File: config.mk
export PLATFORM = sky130hd
export DESIGN_NAME = uart_rx_ctrl
export DESIGN_NICKNAME = d
export VERILOG_FILES = /design/src/rtl/uart_pkg.sv /design/src/rtl/uart_rx_fifo.sv /design/src/rtl/uart_rx_ctrl.sv
export SDC_FILE = /design/constraint.sdc
export NUM_CORES = 1
export LEC_CHECK = 0
export ABC_AREA = 1
export CAP_MARGIN = 20
export CELL_PAD_IN_SITES_DETAIL_PLACEMENT = 1
export CELL_PAD_IN_SITES_GLOBAL_PLACEMENT = 2
export CORE_MARGIN = 2
export CORE_UTILIZATION = 38
export DETAILED_ROUTE_END_ITERATION = 10
export GPL_TIMING_DRIVEN = 0
export PLACE_DENSITY_LB_ADDON = 0.1
export SYNTH_ARGS = -nofsm -noshare
export SYNTH_HDL_FRONTEND = slang
export SYNTH_SLANG_ARGS = --single-unit
export TNS_END_PERCENT = 1
File: constraint.sdc
create_clock -name clk -period 8.4 [get_ports clk]
set_clock_uncertainty 0.15 [all_clocks]
set_input_delay 2.52 -clock clk [delete_from_list [all_inputs] [get_ports clk]]
set_output_delay 2.52 -clock clk [all_outputs]
set_load 0.05 [all_outputs]
File: src/rtl/uart_pkg.sv
// Shared types and constants for the UART receive path.
package uart_pkg;

  typedef enum logic [1:0] {
    OFF = 2'd0,
    ARM = 2'd1,
    RUN = 2'd2
  } rxState_t;

  localparam int unsigned OVERSAMPLE     = 16;
  localparam int unsigned ARM_IDLE_TICKS = 16;
  // Four 10-bit characters at the oversample rate.
  localparam int unsigned TIMEOUT_TICKS  = 4 * 10 * OVERSAMPLE;

endpackage

File: src/rtl/uart_rx_fifo.sv
// First-word-fall-through receive FIFO; popData always shows the head entry.
module uart_rx_fifo #(
  parameter int unsigned DEPTH  = 8,
  parameter int unsigned DATA_W = 8
) (
  input  logic                    clk,
  input  logic                    rst,
  input  logic                    push,
  input  logic [DATA_W-1:0]       pushData,
  input  logic                    pop,
  output logic [DATA_W-1:0]       popData,
  output logic                    full,
  output logic                    empty,
  output logic [$clog2(DEPTH):0]  level
);

  localparam int unsigned PTR_W = $clog2(DEPTH);
  localparam int unsigned LVL_W = PTR_W + 1;

  logic [DATA_W-1:0] mem [DEPTH];
  logic [PTR_W-1:0]  wrPtr;
  logic [PTR_W-1:0]  rdPtr;
  logic [LVL_W-1:0]  count;
  logic              doPush;
  logic              doPop;

  assign empty  = (count == '0);
  assign full   = (count == LVL_W'(DEPTH));
  assign doPop  = pop && !empty;
  // A pop in the same cycle frees the slot, so a push into a full FIFO still lands.
  assign doPush = push && (!full || doPop);

  always_ff @(posedge clk or posedge rst) begin
    if (rst) begin
      wrPtr <= '0;
      rdPtr <= '0;
      count <= '0;
      for (int i = 0; i < DEPTH; i++) mem[i] <= '0;
    end else begin
      if (doPush) begin
        mem[wrPtr] <= pushData;
        wrPtr      <= wrPtr + PTR_W'(1);
      end
      if (doPop) rdPtr <= rdPtr + PTR_W'(1);
      if (doPush && !doPop)      count <= count + LVL_W'(1);
      else if (doPop && !doPush) count <= count - LVL_W'(1);
    end
  end

  assign popData = mem[rdPtr];
  assign level   = count;

endmodule

File: src/rtl/uart_rx_ctrl.sv
// UART receive controller: baud tick, line sync, idle-arm FSM and byte capture.
// Optional idle-FIFO timeout flag enabled by defining UART_RX_TIMEOUT_EN.
module uart_rx_ctrl
  import uart_pkg::*;
#(
  parameter int unsigned DIV_W      = 16,
  parameter int unsigned FIFO_DEPTH = 8,
  parameter int unsigned DATA_W     = 8
) (
  input  logic                          clk,
  input  logic                          rst,
  input  logic                          en,
  input  logic [DIV_W-1:0]              divisor,
  input  logic                          rx_pin,
  input  logic [DATA_W-1:0]             rx_data_in,
  input  logic                          rx_done_in,
  input  logic                          rd_ready,
  input  logic                          ovr_clr,
  output logic                          rx_tick,
  output logic                          rx_sync,
  output logic [DATA_W-1:0]             rd_data,
  output logic                          rd_valid,
  output logic [$clog2(FIFO_DEPTH):0]   level,
  output logic                          overrun,
  output logic                          armed
`ifdef UART_RX_TIMEOUT_EN
  ,
  output logic                          rx_timeout
`endif
);

  localparam int unsigned IDLE_W = $clog2(ARM_IDLE_TICKS + 1);

  rxState_t          state;
  rxState_t          stateNext;
  logic [IDLE_W-1:0] idleCnt;
  logic [IDLE_W-1:0] idleNext;
  logic [DIV_W-1:0]  baudCnt;
  logic [DIV_W-1:0]  divPrev;
  logic              syncMeta;
  logic              doneReg;
  logic              runOk;
  logic              divStable;
  logic              tickInt;
  logic              pushReq;
  logic              fifoPop;
  logic              fifoFull;
  logic              fifoEmpty;
  logic              dropByte;

  assign runOk     = en && (divisor != '0);
  assign divStable = (divisor == divPrev);
  assign tickInt   = runOk && divStable && (baudCnt == divisor);
  assign rx_tick   = tickInt && (state == RUN);

  // Baud counter; a divisor change restarts the count from zero.
  always_ff @(posedge clk or posedge rst) begin
    if (rst) begin
      baudCnt <= '0;
      divPrev <= '0;
    end else begin
      divPrev <= divisor;
      if (!runOk || !divStable || (baudCnt == divisor)) baudCnt <= '0;
      else                                                baudCnt <= baudCnt + DIV_W'(1);
    end
  end

  // Two-flop synchronizer and done-level history.
  always_ff @(posedge clk or posedge rst) begin
    if (rst) begin
      syncMeta <= 1'b1;
      rx_sync  <= 1'b1;
      doneReg  <= 1'b0;
    end else begin
      syncMeta <= rx_pin;
      rx_sync  <= syncMeta;
      doneReg  <= rx_done_in;
    end
  end

  always_ff @(posedge clk or posedge rst) begin
    if (rst) begin
      state   <= OFF;
      idleCnt <= '0;
      armed   <= 1'b0;
    end else begin
      state   <= stateNext;
      idleCnt <= idleNext;
      armed   <= (stateNext == RUN);
    end
  end

  always_comb begin
    stateNext = state;
    idleNext  = idleCnt;
    if (!runOk) begin
      stateNext = OFF;
      idleNext  = '0;
    end else begin
      case (state)
        OFF: begin
          stateNext = ARM;
          idleNext  = '0;
        end
        ARM: begin
          if (tickInt) begin
            if (!rx_sync) begin
              idleNext = '0;
            end else if (idleCnt == IDLE_W'(ARM_IDLE_TICKS - 1)) begin
              stateNext = RUN;
              idleNext  = '0;
            end else begin
              idleNext = idleCnt + IDLE_W'(1);
            end
          end
        end
        RUN:     stateNext = RUN;
        default: stateNext = OFF;
      endcase
    end
  end

  assign pushReq  = rx_done_in && !doneReg && (state == RUN);
  assign rd_valid = !fifoEmpty;
  assign fifoPop  = rd_ready && rd_valid;
  assign dropByte = pushReq && fifoFull && !fifoPop;

  uart_rx_fifo #(
    .DEPTH  (FIFO_DEPTH),
    .DATA_W (DATA_W)
  ) uFifo (
    .clk      (clk),
    .rst      (rst),
    .push     (pushReq),
    .pushData (rx_data_in),
    .pop      (rd_ready),
    .popData  (rd_data),
    .full     (fifoFull),
    .empty    (fifoEmpty),
    .level    (level)
  );

  // Sticky overrun; a drop in the same cycle as a clear keeps it set.
  always_ff @(posedge clk or posedge rst) begin
    if (rst)           overrun <= 1'b0;
    else if (dropByte) overrun <= 1'b1;
    else if (ovr_clr)  overrun <= 1'b0;
  end

`ifdef UART_RX_TIMEOUT_EN
  localparam int unsigned TO_W = $clog2(TIMEOUT_TICKS + 1);
  logic [TO_W-1:0] toCnt;

  // Counts ticks while bytes sit unread; any FIFO activity restarts it.
  always_ff @(posedge clk or posedge rst) begin
    if (rst) begin
      toCnt      <= '0;
      rx_timeout <= 1'b0;
    end else if (pushReq || fifoPop) begin
      toCnt      <= '0;
      rx_timeout <= 1'b0;
    end else if ((state == RUN) && tickInt && rd_valid && !rx_timeout) begin
      toCnt <= toCnt + TO_W'(1);
      if (toCnt == TO_W'(TIMEOUT_TICKS - 1)) rx_timeout <= 1'b1;
    end
  end
`endif

endmodule

==> flow_summary.toml, run 1 <==
[place]
io_buffers = 47
dp_hpwl_um = 11910
place_ws_ns = 0.6689
dpl.cell_count = 1002
gp_congestion = 0.7674

[final_layout]
drive_above_1_share_pct = 13.94
final_cells = 1034
diodes = 0
final_nets = 844
final_common_cell = "nand2_1"
fill_cells = 1923
final_cell_mix = "nand2_1 (194), dfrtp_1 (116), nor2_1 (114)"
areaGrowthSynthToFinish_pct = 23.15

[yosys]
synth_cells = 738
synth-edff-count = 0
yosysSeqAreaShare_pct = 48.38
ys_warn_count = 0
syn_nets = 777
ys.flop_type = "dfrtp_1"
avgSynthCellArea_um2 = 8.277
syn_area_um2 = 6108
async_flop_share_pct = 100.0
synth-seq-cells = 118
ys_types = 37

[global_route]
overflow = 0
grt.busiest_layer = "met2"
use_met1_pct = 24.69
antenna_found_initial = 0
grt_pass1_wl_um = 27720
grt_util_met3_pct = 3.950
grt_use_met2_pct = 39.12
grt_pass1_vias = 5473
grtUsageTotal_pct = 21.47
grt_max_degree = 96

[floorplanning]
io_pins = 48
die_w_um = 130.8
die_height_um = 130.8
initial_core_util_pct = 38.73
dieArea_um2 = 17100
rows = 46
coreArea_um2 = 15770

[timing]
final.setup.tns_ns = 0
setup_viol = 0
tightestPinTransition_ns = 0.6533
timing.fmax_ghz = 0.1301
final.setup.worst_slack_ns = 0.7114
rsz0062_at_grt = "false"
finalCritPeriodShare_pct = 91.53
min_period_ns = 7.689
hold_viol = 0
slew-limit-headroom_pct = 56.45
slew_violations = 0
hold_ws_ns = 0.2082

[hold_path]
whs_endpoint = "rx_sync$_DFF_PP1_"
min-delay-path-class = "flip-flop to flip-flop"
hold_depth = 0
worstHoldStart = "syncMeta$_DFF_PP1_"

[worst_setup_path]
path_cells = "clkdlybuf4s50_1 -> inv_2 -> nand2_1 -> nand2_1 -> nor2_1 -> nand2_1 -> nor2_4 -> nand2_2 -> nor4_1 -> clkdlybuf4s50_1"
end_kind = "output port"
crit_path_max_fanout = 5
arrival_ns = 5.02
crit_path_max_incr_delay_ns = 0.88
r2r-start = "uFifo.level[0]$_DFFE_PP0P_"
r2r-end = "uFifo.level[3]$_DFFE_PP0P_"
setup.worst_path.start_class = "input pin"
path_buf_inv = 3
timing.critical_path.mode_cell = "nand2_1"
crit_family = "buffers and inverters"
ff2ff_setup_slack_ns = 5.64
criticalPathCategory = "input pin to output port"
worstPathRequired_ns = 5.73
slowest_stage = "clkdlybuf4s50_1"
reg2reg_depth = 12

[clock_tree]
cts_max_level = 4
tritoncts = "yes"
clk_pin_slew_ns = 0.05
cts_root_buffer = "clkbuf_16"
postCtsSetupBuffers = 0
clock_latency_ns = 0.42
numCtsBuffers = 17
cts_resized = 0
clockBufferDepth = 2
cts_sinks = 118
hold_buffers = 0

[routing]
antenna_left = 0
wl_per_cell_um = 16.09
drc_errors = 0
vias = 5069
drtIter0Drc = 218
viasPerCell = 4.902
drt-total-wl_um = 16640
drt_pass1_iterations = 4

[pwr]
leakagePower_nw = 3.515
ir_drop_uv = 273.1
powerDensity_nw_per_um2 = 277.6

[job]
max_cap_violations = 0

[status]
status = "completed"
[kinds of logic (layout without fill, tap and decap cells)]
family          Yosys count  in the layout  share of synthesized area (%)
simple gates            359            359                          26.63
buf+inv                 100            180                          7.128
flops                   118            118                          48.38
fa+ha+maj                 8              8                          1.762
compound gates          138            138                          13.95
xor+xnor                 15             15                          2.151
[sequential cells by signal, summed over array words and instances (netlist names)]
register     cells
armed            1
baudCnt         16
divPrev         16
doneReg          1
idleCnt          5
overrun          1
rx_sync          1
state            2
syncMeta         1
uFifo.level      4
uFifo.mem       64
uFifo.rdPtr      3
uFifo.wrPtr      3
[report_power, final]
group          switching, mW  internal, mW
clock                  0.258         0.540
sequential            0.0322         0.593
combinational          0.456         0.208
[synth_stat cells (all sizes together), types with 8 or more instances]
master / n / area [µm²]
inv: 82 / 307.8
a21oi: 12 / 82.58
dfrtp: 116 / 2903
o22ai: 9 / 56.30
nand3: 15 / 137.6
a31oi: 8 / 50.05
clkbuf: 9 / 33.78
buf: 8 / 90.09
nand2: 203 / 799.5
o21ai: 107 / 644.4
xor2: 13 / 113.9
nor2: 122 / 525.5
[worst max path at each step]
stage	startpoint	end	slack, ns	depth (start not counted)
2_1_floorplan	divisor[2]	rx_tick	1.15	8
3_3_place_gp	divisor[2]	rx_tick	0.63	10
3_5_place_dp	divisor[1]	rx_tick	0.67	10
4_1_cts	divisor[1]	rx_tick	0.64	10
5_1_grt	divisor[0]	rx_tick	0.58	10
6_report	divisor[1]	rx_tick	0.71	10
[cell type report]
type | count | area [µm²] | share of cell area, %
Buffer | 17 | 123.9 | 1.647
Clock buffer | 23 | 467.9 | 6.221
Inverter | 83 | 316.6 | 4.208
Timing Repair Buffer | 48 | 498.0 | 6.620
Multi-Input combinational cell | 520 | 2718 | 36.13
Clock inverter | 9 | 172.7 | 2.295
Tap cell | 216 | 270.3 | 3.593
Sequential cell | 118 | 2955 | 39.29
[metal layers]
| metal | vias up | part of all wire (%) |
|---|---|---|
| met5 | - | 0 |
| met4 | 0 | 2.7 |
| met3 | 32 | 2.3 |
| met2 | 74 | 52 |
| met1 | 2474 | 43 |
| li1 | 2489 | - |
[metrics by stage]
step / utilization [%] / instance area [µm²] / total power [mW]
floorplan: - / 6108 / 1.059
global placement: 43.43 / 6849 / 1.291
detailed placement: 43.64 / 6882 / 1.302
CTS: 47.70 / 7522 / 2.111
global route: 47.70 / 7522 / 2.194
finish: 47.70 / 7522 / 2.088
No activity file was read; power rests on OpenSTA's default activity.
==> inputs of run 2 (changes only) <==
==> constraint.sdc (replaced) <==
create_clock -name clk -period 8.4 [get_ports clk]
set_clock_uncertainty 0.15 [all_clocks]
set_input_delay 2.52 -clock clk [delete_from_list [all_inputs] [get_ports clk]]
set_output_delay 2.52 -clock clk [all_outputs]
set_load 0.02 [all_outputs]
==> results of run 2 <==
The final DEF is identical to that of run 1. Status: completed.
Main changes from that run: setup slack after placement 0.6689 ns -> 0.8679 ns; setup slack after layout 0.7114 ns -> 0.9106 ns; total power 2.088 mW -> 1.982 mW; worst IR drop on VDD 273.1 µV -> 193.7 µV
==> inputs of run 3 (changes only) <==
--- a/config.mk
+++ b/config.mk
@@ -9,7 +9,6 @@
 export CAP_MARGIN = 20
 export CELL_PAD_IN_SITES_DETAIL_PLACEMENT = 1
 export CELL_PAD_IN_SITES_GLOBAL_PLACEMENT = 2
-export CORE_MARGIN = 2
 export CORE_UTILIZATION = 38
 export DETAILED_ROUTE_END_ITERATION = 10
 export GPL_TIMING_DRIVEN = 0
==> flow_summary.toml, run 3 (synthesis gave the netlist of run 1 again) <==
[status]
status = "completed"

[floorplanning]
dieArea_um2 = 16590
rows = 45
coreArea_um2 = 15430
die_height_um = 128.8
initial_core_util_pct = 39.59
io_pins = 48
die_w_um = 128.8

[timing]
slew-limit-headroom_pct = 58.59
finalCritPeriodShare_pct = 88.82
final.setup.tns_ns = 0
tightestPinTransition_ns = 0.6212
final.setup.worst_slack_ns = 0.9388
timing.fmax_ghz = 0.1340
rsz0062_at_grt = "false"
setup_viol = 0
min_period_ns = 7.461
hold_ws_ns = 0.2055
hold_viol = 0
slew_violations = 0

[global_route]
antenna_found_initial = 0
grt_pass1_wl_um = 27550
grtUsageTotal_pct = 22.15
grt_max_degree = 66
overflow = 0
grt_pass1_vias = 5498

[final_layout]
multi_input_area_um2 = 2718
utilization_pct = 48.37
regMostFlops = "uFifo.mem"
drive_above_1_share_pct = 13.64
final_common_cell = "nand2_1"
diodes = 0
fill_cells = 1866
final_cell_mix = "nand2_1 (194), dfrtp_1 (116), nor2_1 (114)"
final_nets = 844
largestRegisters = "uFifo.mem (64), baudCnt (16), divPrev (16)"
areaGrowthSynthToFinish_pct = 22.16
largest_register_ffs = 64
seq_area_um2 = 2955

[routing]
drt-total-wl_um = 16420
drc_errors = 0
drt_pass1_iterations = 4
drtIter0Drc = 208
vias = 5084
antenna_left = 0
wl_per_cell_um = 16.02
viasPerCell = 4.960

[worst_setup_path]
worstPathRequired_ns = 5.73
crit_path_max_fanout = 5
arrival_ns = 4.79
criticalPathCategory = "input pin to output port"
reg2reg_depth = 12
setup.worst_path.start_class = "input pin"
end_kind = "output port"

[place]
dp_hpwl_um = 11910
place_ws_ns = 0.9275
gp_congestion = 0.7636
io_buffers = 47

[pwr]
intPower_mw = 1.293
switching_share_pct = 32.28
powerDensity_nw_per_um2 = 255.8
clockPowerShare_pct = 38.4
combPwrFrac_pct = 28.9
ir_drop_uv = 226.6
p_sw_uw = 616.2
leakagePower_nw = 3.492
power_frac_seq_pct = 32.8
power.total_mw = 1.909

[clock_tree]
hold_buffers = 0
clk_pin_slew_ns = 0.05
clockBufferDepth = 2
clock_latency_ns = 0.41
tritoncts = "yes"
postCtsSetupBuffers = 0
cts_resized = 0
cts_sinks = 118
cts_root_buffer = "clkbuf_16"
cts_max_level = 4
numCtsBuffers = 17

[hold_path]
min-delay-path-class = "flip-flop to flip-flop"
hold_depth = 0

[job]
max_cap_violations = 0
-- run 3: metal layers --
layer | routed length, µm | vias to the layer above | GRT usage [%]
li1 | - | 2492 | -
met1 | 7238 | 2517 | 25.92
met2 | 8499 | 58 | 40.16
met3 | 486 | 17 | 4.782
met4 | 199 | 0 | 7.266
met5 | 0 | - | 0
-- run 3: worst max-delay path: stages --
cell and delay [ns]:
clkdlybuf4s50_1 0.58, inv_2 0.06, nand2_1 0.05, nand2_1 0.06, nor2_1 0.12, nand2_1 0.13, nor2_4 0.16, nand2_2 0.12
nor4_1 0.32, clkdlybuf4s50_1 0.67
-- run 3: layout make-up --
class                      instances  share of cell area (%)
buffer                            17                   1.660
clock buffer                      24                   6.590
clock inverter                     4                   1.274
inverter                          83                   4.242
multi-input combinational        520                   36.42
sequential                       118                   39.60
tap                              211                   3.538
timing repair buffer              48                   6.673
-- run 3: worst paths after layout --
kind | slack [ns] | endpoint | startpoint
hold / removal | 0.21 | rx_sync$_DFF_PP1_ | syncMeta$_DFF_PP1_
max in group asynchronous | 4.97 | uFifo.mem[31]$_DFFE_PP0P_ | rst
min in group asynchronous | 2.44 | uFifo.mem[60]$_DFFE_PP0P_ | rst
setup / recovery | 0.94 | rx_tick | divisor[1]
hold reg to reg | 0.21 | rx_sync$_DFF_PP1_ | syncMeta$_DFF_PP1_
setup reg to reg | 5.65 | uFifo.level[3]$_DFFE_PP0P_ | state[0]$_DFF_PP0_
-- run 3: metrics by stage --
stage	area, µm²	std cells
3_3_place_gp	6843	996
2_1_floorplan	6108	738
6_report	7462	1025
5_1_grt	7462	1025
4_1_cts	7462	1025
3_5_place_dp	6875	997
-- run 3: power groups by stage --
| stage | clock network (mW) | registers (mW) | logic [mW] |
|---|---|---|---|
| after global placement | 0 | 0.633 | 0.543 |
| after global routing | 0.770 | 0.630 | 0.604 |
| after CTS | 0.746 | 0.626 | 0.559 |
| after detailed placement | 0 | 0.635 | 0.551 |
| final | 0.732 | 0.626 | 0.551 |
| after floorplan | 0 | 0.638 | 0.315 |
